[src/rtl/alu_issue_stage.sv]
// Execute stage around a combinational 64-bit ALU: one-entry X register, one-entry W result
// register, W->X forwarding and RV64 word-op operand shaping / result sign extension.
module alu_issue_stage #(
  parameter bit          FWD_EN = 1'b1,
  parameter int unsigned RIDX_W = 5
) (
  input  logic              clk_i,
  input  logic              reset_i,
  input  logic              flush_i,

  input  logic              dec_valid_i,
  output logic              dec_ready_o,
  input  logic [RIDX_W-1:0] dec_rs1_i,
  input  logic [RIDX_W-1:0] dec_rs2_i,
  input  logic [RIDX_W-1:0] dec_rd_i,
  input  logic [63:0]       dec_rv1_i,
  input  logic [63:0]       dec_rv2_i,
  input  logic [63:0]       dec_imm_i,
  input  logic [63:0]       dec_pc_i,
  input  logic              dec_use_pc_i,
  input  logic              dec_use_imm_i,
  input  logic              dec_word_i,
  input  logic [8:0]        dec_ctl_i,

  output logic [63:0]       alu_a_o,
  output logic [63:0]       alu_b_o,
  output logic [8:0]        alu_ctl_o,
  input  logic [63:0]       alu_out_i,

  output logic              wb_valid_o,
  input  logic              wb_ready_i,
  output logic [RIDX_W-1:0] wb_rd_o,
  output logic [63:0]       wb_data_o
);

  // Control vector layout: {cflag,sum,and,xor,invB,lsh,rsh,ltu,lts}
  localparam int unsigned CtlCflag = 8;
  localparam int unsigned CtlLsh   = 3;
  localparam int unsigned CtlRsh   = 2;

  typedef struct packed {
    logic [RIDX_W-1:0] rs1;
    logic [RIDX_W-1:0] rs2;
    logic [RIDX_W-1:0] rd;
    logic [63:0]       rv1;
    logic [63:0]       rv2;
    logic [63:0]       imm;
    logic [63:0]       pc;
    logic              use_pc;
    logic              use_imm;
    logic              word;
    logic [8:0]        ctl;
  } xop_t;

  logic              x_valid_q, x_valid_d;
  xop_t              x_q, x_d;
  logic              wb_valid_q, wb_valid_d;
  logic [RIDX_W-1:0] wb_rd_q, wb_rd_d;
  logic [63:0]       wb_data_q, wb_data_d;

  logic        w_retire;
  logic        x_adv;
  logic        capture;
  logic        cap_fwd1, cap_fwd2;
  logic        x_fwd1, x_fwd2;
  logic [63:0] rv1, rv2;
  logic [63:0] op_a, op_b;
  logic [63:0] result;

  // Handshake and forwarding decisions
  always_comb begin
    w_retire    = wb_valid_q & wb_ready_i;
    x_adv       = x_valid_q & (~wb_valid_q | wb_ready_i);
    dec_ready_o = ~x_valid_q | x_adv;
    capture     = dec_valid_i & dec_ready_o & ~flush_i;

    // A result leaving W this edge would be lost to a newly captured op, so latch it directly.
    cap_fwd1 = FWD_EN & w_retire & (wb_rd_q != '0) & (wb_rd_q == dec_rs1_i);
    cap_fwd2 = FWD_EN & w_retire & (wb_rd_q != '0) & (wb_rd_q == dec_rs2_i);
    x_fwd1   = FWD_EN & wb_valid_q & (wb_rd_q != '0) & (wb_rd_q == x_q.rs1);
    x_fwd2   = FWD_EN & wb_valid_q & (wb_rd_q != '0) & (wb_rd_q == x_q.rs2);
  end

  // Operand selection and word-op shaping
  always_comb begin
    rv1 = x_fwd1 ? wb_data_q : x_q.rv1;
    rv2 = x_fwd2 ? wb_data_q : x_q.rv2;

    op_a = x_q.use_pc  ? x_q.pc  : rv1;
    op_b = x_q.use_imm ? x_q.imm : rv2;

    alu_a_o = op_a;
    alu_b_o = op_b;
    if (x_q.word && x_q.ctl[CtlRsh]) begin
      alu_a_o = {{32{x_q.ctl[CtlCflag] & op_a[31]}}, op_a[31:0]};
    end
    if (x_q.word && (x_q.ctl[CtlLsh] || x_q.ctl[CtlRsh])) begin
      alu_b_o = {59'b0, op_b[4:0]};
    end
    alu_ctl_o = x_q.ctl;

    result = x_q.word ? {{32{alu_out_i[31]}}, alu_out_i[31:0]} : alu_out_i;
  end

  // X register next state
  always_comb begin
    x_d       = x_q;
    x_valid_d = x_valid_q;
    if (flush_i) begin
      x_valid_d = 1'b0;
    end else if (capture) begin
      x_valid_d = 1'b1;
    end else if (x_adv) begin
      x_valid_d = 1'b0;
    end

    if (capture) begin
      x_d.rs1     = dec_rs1_i;
      x_d.rs2     = dec_rs2_i;
      x_d.rd      = dec_rd_i;
      x_d.rv1     = cap_fwd1 ? wb_data_q : dec_rv1_i;
      x_d.rv2     = cap_fwd2 ? wb_data_q : dec_rv2_i;
      x_d.imm     = dec_imm_i;
      x_d.pc      = dec_pc_i;
      x_d.use_pc  = dec_use_pc_i;
      x_d.use_imm = dec_use_imm_i;
      x_d.word    = dec_word_i;
      x_d.ctl     = dec_ctl_i;
    end
  end

  // W register next state; a flushed X op never lands here
  always_comb begin
    wb_valid_d = wb_valid_q;
    wb_rd_d    = wb_rd_q;
    wb_data_d  = wb_data_q;
    if (x_adv && !flush_i) begin
      wb_valid_d = 1'b1;
      wb_rd_d    = x_q.rd;
      wb_data_d  = result;
    end else if (w_retire) begin
      wb_valid_d = 1'b0;
    end
  end

  always_ff @(posedge clk_i or posedge reset_i) begin
    if (reset_i) begin
      x_valid_q  <= 1'b0;
      x_q        <= '0;
      wb_valid_q <= 1'b0;
      wb_rd_q    <= '0;
      wb_data_q  <= '0;
    end else begin
      x_valid_q  <= x_valid_d;
      x_q        <= x_d;
      wb_valid_q <= wb_valid_d;
      wb_rd_q    <= wb_rd_d;
      wb_data_q  <= wb_data_d;
    end
  end

  assign wb_valid_o = wb_valid_q;
  assign wb_rd_o    = wb_rd_q;
  assign wb_data_o  = wb_data_q;

endmodule

[config.mk]
export PLATFORM = sky130hd
export DESIGN_NAME = alu_issue_stage
export DESIGN_NICKNAME = d
export VERILOG_FILES = /design/src/rtl/alu_issue_stage.sv
export SDC_FILE = /design/constraint.sdc
export NUM_CORES = 1
export LEC_CHECK = 0
export BUFFER_PORTS_ARGS = -buffer_cell sky130_fd_sc_hd__buf_2
export CAP_MARGIN = 20
export CORE_AREA = 8 8 214 216
export CTS_BUF_LIST = sky130_fd_sc_hd__clkbuf_2
export DETAILED_ROUTE_END_ITERATION = 12
export DIE_AREA = 0 0 222 224
export PLACE_DENSITY_LB_ADDON = 0.15
export SLEW_MARGIN = 20
export SYNTH_ARGS = -nofsm -noshare
export SYNTH_HDL_FRONTEND = slang
export SYNTH_SLANG_ARGS = --single-unit
[constraint.sdc]
create_clock -name clk_i -period 19 [get_ports clk_i]
set_clock_uncertainty 0.15 [all_clocks]
set_input_delay 3.8 -clock clk_i [delete_from_list [all_inputs] [get_ports clk_i]]
set_output_delay 3.8 -clock clk_i [all_outputs]
set_load 0.02 [all_outputs]
==> results of run 1 <==
sequential cells by signal, indices dropped and copies added (netlist names):
| signal | count |
|---|---|
| alu_ctl_o | 9 |
| wb_data_o | 64 |
| wb_rd_o | 5 |
| wb_valid_o | 1 |
| x_q | 274 |
| x_valid_q | 1 |
worst max-delay path by stage:
stage                     startpoint                       end  slack [ns]  depth (start not counted)
after detailed placement  wb_ready_i               dec_ready_o       10.50                          4
after CTS                 wb_ready_i               dec_ready_o       10.49                          4
after global routing      wb_ready_i               dec_ready_o       10.43                          4
final                     wb_ready_i               dec_ready_o       10.49                          4
after global placement    wb_ready_i               dec_ready_o       10.53                          4
after floorplan              reset_i  alu_ctl_o[0]$_DFFE_PP0P_        5.23                          1
metal layers:
layer | share of wire, % | GRT usage [%] | up-vias
li1 | - | - | 7587
met1 | 40 | 31.8 | 8042
met2 | 49 | 43.7 | 668
met3 | 8.0 | 8.03 | 121
met4 | 2.8 | 10.7 | 18
met5 | 0.14 | 0 | -
worst max-delay path: stages:
cell	delay, ns
buf_2	0.11
nor2b_1	0.33
nand2_1	0.14
buf_2	0.18
stage by stage:
| step | area (sq um) | total power [mW] | hold WS (ns) | std cells | utilization (%) |
|---|---|---|---|---|---|
| finish | 21900 | 2.27 | 0.347 | 3011 | 51.6 |
| global placement | 20900 | 1.71 | 0.335 | 2819 | 49.3 |
| global route | 21900 | 2.40 | 0.372 | 3006 | 51.6 |
| CTS | 21900 | 2.30 | 0.357 | 2993 | 51.5 |
| detailed placement | 21000 | 1.73 | 0.342 | 2821 | 49.4 |
| floorplan | 18000 | 1.44 | 0.325 | 1862 | - |
cells in the final DEF (no fill, tap or decap), drive strengths merged:
cell and instances:
o221ai 1, nor4 61, inv 4, or4b 1
diode 18, nand2 298, nand2b 34, nand3 4
or2 1, mux2 191, o21a 1, and3b 1
bufinv 2, nor2 229, o41ai 32, a31oi 160
nor3 152, clkbuf 140, clkinv 28, or4 2
mux2i 37, nor2b 60, o211ai 1, or3 2
xnor2 16, and2 1, o21ai 38, a21oi 2
buf 590, xor2 4, dfrtp 354
area by class of cell:
type / instances / area (sq um) / share of cell area (%)
clock inverters: 32 / 176 / 0.805
diodes: 18 / 45.0 / 0.205
clock buffers: 140 / 701 / 3.20
flip-flops and latches: 354 / 8870 / 40.4
well taps: 546 / 683 / 3.12
inverters: 2 / 15.0 / 0.0685
multi-input cells: 1329 / 8370 / 38.2
repair buffers: 590 / 3070 / 14.0
logic make-up after synthesis:
group	after synthesis
buffers and inverters	179
AND/OR/NAND/NOR	846
XOR/XNOR	20
multiplexers	228
AO/OA/AOI/OAI	235
flip-flops	354
power by group through the flow:
stage          clock (mW)  combinational (mW)  sequential [mW]
2_1_floorplan           0               0.436             1.01
3_3_place_gp            0               0.701             1.01
3_5_place_dp            0               0.709             1.02
4_1_cts             0.586               0.711             1.00
5_1_grt             0.623               0.757             1.02
6_report            0.565               0.703             1.01
==> flow_summary.toml, run 1 <==
[cells_and_area]
fillCellCount = 4138
drive_gt1_share_pct = 40.4
synthToLayoutAreaGrowth_pct = 21.5
nets = 2728

[synth]
synth_area_leaders = "dfrtp_1 (49%), mux2_2 (12%), nand2_1 (6.2%)"
yosys.cell_count.top_type = "dfrtp_1"
synth_top_cell_by_area = "dfrtp_1"
synthAdderAreaFrac_pct = 0
async_flop_share_pct = 100
yosys.area_share.simple_pct = 21.5
synth_top_family_by_area = "simple AND/OR/NAND/NOR gates"
synth_xor_area_share_pct = 0.971
synth-edff-count = 0
ys.flop_type = "dfrtp_1"
yosysUniqueCellTypes = 37
avgSynthCellArea_sq_um = 9.69
synth_compound_area_share_pct = 9.68
synth-seq-area-share_pct = 49.1
syn-num-nets = 2214
synth_top_area_share_pct = 49.1
yosys-top-cells-count = "dfrtp_1 (354), nand2_1 (298), nor2_1 (229), mux2_2 (191), a31oi_1 (160)"
synth-seq-cells = 354
ys_warn_count = 0
netlist_area_sq_um = 18000
synthCells = 1862
muxShareOfSynthArea_pct = 14.0

[placed_design]
numPortBuffers = 559
place_congestion = 0.869
preCtsSetupSlack_ns = 10.50
dp_hpwl_um = 46600

[pwr]
p_comb_share_pct = 30.9
p_sw_uw = 900
switching_share_pct = 39.6
pwr-share-seq_pct = 44.2
ir_drop_mv = 0.0564
clkPwrFrac_pct = 24.8
power.leakage_nw = 9.94
p_per_area_nw_per_um2 = 104
p_int_mw = 1.37

[setup_path]
crit_type = "in2out"
worstPathRequired_ns = 15.05
crit_fanout = 4
reg2reg_slack_ns = 14.60
endpoint_kind = "primary output"
cp-start-kind = "primary input"
regToRegStartpoint = "wb_valid_o$_DFFE_PP0P_"
r2r_cells = 7
r2r_end = "x_q[282]$_DFFE_PP0P_"
arrival_ns = 4.56

[drt]
drtAntennaViolNets = 0
drtIter0Drc = 1306
post_drt_wl_per_cell_um = 22.4
viasPerCell = 5.46
drc = 0
wirelength_um = 67400
first_pass_iters = 5
num_vias = 16400

[floorplanning]
die_w_um = 222
die_area_sq_um = 49700
initial_core_util_pct = 42.4
dieHeight_um = 224
ios = 560
coreArea_sq_um = 42500
rows = 76

[timing]
fmax_mhz = 117
finalSetupViolations = 0
period_needed_ns = 8.51
finalHoldViolations = 0
rsz0062_at_grt = "no"
setup_ws_ns = 10.49
slew_headroom_pct = 24.8
fin_crit_sh_pct = 44.8
fin_tns_setup_ns = 0
slew_viol_final = 0
worst_slew_pin_slew_ns = 1.13

[global_route]
grt_max_degree = 121
grt_usage_pct = 26.3
antenna_found_initial = 29
grt_first_pass_wirelength_um = 102000
grt_pass1_vias = 17000
grt_overflow = 0

[worst_hold_path]
min_path_cells = 1
hold_end = "wb_rd_o[3]$_DFFE_PP0P_"
hold_start = "x_q[271]$_DFFE_PP0P_"
hold_class = "reg2reg"

[clocking]
post_cts_buffers = 0
cts_root_buf = "clkbuf_2"
clk_latency_ns = 1.05
htree_levels = 3
holdBufCountCts = 0
cts_made_buffers = 99
cts.reportedPaths.clkPinSlew_ns = 0.11
max-clock-path-buffers = 3
cts_resized = 0
clock_sinks = 354
cts_tree = "built"

[status]
status = "complete, no violations"

[flow_run]
maxCapViolCount = 0
No activity file was read; power rests on OpenSTA's default activity.
==> run 2, diff against run 1 <==
ABC_AREA = 1   (was not set)
CORE_AREA = 8 8 210 212   (was 8 8 214 216)
DIE_AREA = 0 0 218 220   (was 0 0 222 224)
clock period = 8.5 ns   (was 19 ns; I/O delays follow)
==> flow_summary.toml, run 2 <==
[clocking]
cts_made_buffers = 96
cts_resized = 0
clock_sinks = 354
clk_latency_ns = 1.02
post_cts_buffers = 0
cts.reportedPaths.clkPinSlew_ns = 0.10
cts_tree = "built"
htree_levels = 3
max-clock-path-buffers = 3
cts_root_buf = "clkbuf_2"
holdBufCountCts = 0

[setup_path]
cp-start-kind = "flip-flop"
crit_type = "reg2out"
crit_fanout = 64
r2r_cells = 10
endpoint_kind = "primary output"
worstPathRequired_ns = 6.65
arrival_ns = 5.02

[synth]
synth-seq-cells = 354
yosys.cell_count.top_type = "nand2_1"
synth-edff-count = 0
synth_area_leaders = "dfrtp_1 (46%), nand2_1 (16%), inv_1 (6.1%)"
yosysUniqueCellTypes = 25
ys.flop_type = "dfrtp_1"
synth-seq-area-share_pct = 46.1
netlist_area_sq_um = 19200
synth_top_cell_by_area = "dfrtp_1"
yosys-top-cells-count = "nand2_1 (843), dfrtp_1 (354), inv_1 (312), nand3_1 (228), nor2_1 (209)"
syn-num-nets = 3090
synthCells = 2738
async_flop_share_pct = 100
synth_top_area_share_pct = 46.1
avgSynthCellArea_sq_um = 7.02
ys_warn_count = 0

[drt]
viasPerCell = 5.56
num_vias = 21100
drtAntennaViolNets = 0
drtIter0Drc = 2386
first_pass_iters = 7
post_drt_wl_per_cell_um = 20.6
wirelength_um = 78100
drc = 0

[cells_and_area]
drive_gt1_share_pct = 23.3
synthToLayoutAreaGrowth_pct = 18.7
layout_commonest_cell = "nand2_1"
largest_reg_flops = 274
nets = 3549
final_cell_mix = "nand2_1 (841), buf_2 (559), dfrtp_1 (353)"
largest-register = "x_q"
fillCellCount = 4047
final_util_pct = 56.3

[pwr]
p_comb_share_pct = 34.4
power.leakage_nw = 12.8
switching_share_pct = 42.9
ir_drop_mv = 0.102
p_sw_mw = 2.24
total_power_mw = 5.22
pwr-share-seq_pct = 41.7
p_per_area_nw_per_um2 = 229
clkPwrFrac_pct = 23.9
p_int_mw = 2.98

[timing]
slew_viol_final = 0
fmax_mhz = 146
fin_tns_setup_ns = 0
finalSetupViolations = 0
finalHoldWorstSlack_ns = 0.339
fin_crit_sh_pct = 80.8
rsz0062_at_grt = "no"
slew_headroom_pct = 24.9
worst_slew_pin_slew_ns = 1.12
period_needed_ns = 6.87
setup_ws_ns = 1.63
finalHoldViolations = 0

[floorplanning]
ios = 560
initial_core_util_pct = 47.4
dieHeight_um = 220
die_area_sq_um = 48000
coreArea_sq_um = 40600
rows = 74
die_w_um = 218

[global_route]
grt_max_degree = 197
antenna_found_initial = 4
grt_overflow = 0
grt_first_pass_wirelength_um = 119000
grt_usage_pct = 31.5
grt_pass1_vias = 21300

[placed_design]
numPortBuffers = 559
preCtsSetupSlack_ns = 2.83
dp_hpwl_um = 51200
place_congestion = 0.934

[worst_hold_path]
hold_class = "reg2reg"
min_path_cells = 2

[flow_run]
maxCapViolCount = 0

[status]
status = "complete, no violations"
[run 2: cell types whose count changed in the layout (fill, tap and decap cells not counted), sizes merged, moves of 151 or more]
cell / previous run / this run
inv: 4 / 317
a21oi: 2 / 198
o21ai: 38 / 249
nand2: 298 / 845
mux2: 191 / 0
nand3: 4 / 231
nor3: 152 / 1
[run 2: layer usage]
layer | vias up | track usage [%] | wire length (um) | part of all wire (%)
li1 | 9616 | - | - | -
met1 | 9924 | 40.0 | 30700 | 39
met2 | 1357 | 48.4 | 35600 | 45
met3 | 242 | 7.45 | 7830 | 10
met4 | 0 | 18.9 | 4100 | 5.2
met5 | - | 0 | 0 | 0
[run 2: cell type report]
| cell class | instances | area [sq um] | share of cell area [%] |
|---|---|---|---|
| tap | 532 | 666 | 2.92 |
| clock inverter | 10 | 63.8 | 0.280 |
| inverter | 317 | 1210 | 5.30 |
| sequential | 354 | 8860 | 38.8 |
| clock buffer | 155 | 776 | 3.40 |
| multi-input combinational | 1848 | 8220 | 36.0 |
| antenna | 5 | 12.5 | 0.0548 |
| timing repair buffer | 580 | 3010 | 13.2 |
[run 2: metrics by stage]
step | area (sq um) | std cells
floorplan | 19200 | 2738
global placement | 21900 | 3630
detailed placement | 21900 | 3630
CTS | 22800 | 3795
global route | 22800 | 3800
finish | 22800 | 3801
[run 2: worst paths after layout]
path | end | from | slack, ns
max | alu_a_o[63] | wb_rd_o[0]$_DFFE_PP0P_ | 1.63
max reg2reg | x_q[151]$_DFFE_PP0P_ | wb_rd_o[0]$_DFFE_PP0P_ | 4.68
min reg2reg | x_q[53]$_DFFE_PP0P_ | x_q[53]$_DFFE_PP0P_ | 0.34
min | x_q[53]$_DFFE_PP0P_ | x_q[53]$_DFFE_PP0P_ | 0.34
max in group asynchronous | x_q[275]$_DFFE_PP0P_ | reset_i | 6.06
min in group asynchronous | x_q[80]$_DFFE_PP0P_ | reset_i | 0.63
[run 2: logic make-up after synthesis]
group           count (synthesis)  synth area share, %
simple gates                 1352                 29.0
buf+inv                       536                 11.5
xor+xnor                       17                0.774
flops                         354                 46.1
compound gates                479                 12.7
[run 2: power by group through the flow]
stage | sequential, mW | combinational, mW | clock [mW]
after global routing | 2.20 | 1.95 | 1.37
after CTS | 2.17 | 1.78 | 1.27
after floorplan | 2.21 | 1.06 | 0
after detailed placement | 2.20 | 1.78 | 0
final | 2.18 | 1.79 | 1.25
after global placement | 2.19 | 1.76 | 0
[run 2: worst max-delay path, stage by stage, from the launching register on]
cell and delay, ns:
dfrtp_1 0.53, nor2_1 0.07, nand3_1 0.08, nand2_1 0.06, inv_2 0.52, buf_4 0.56
nand3_4 0.86, nand2_1 0.34, nand3_2 0.12, nand3_4 0.38, nand2_1 0.13, buf_2 0.19
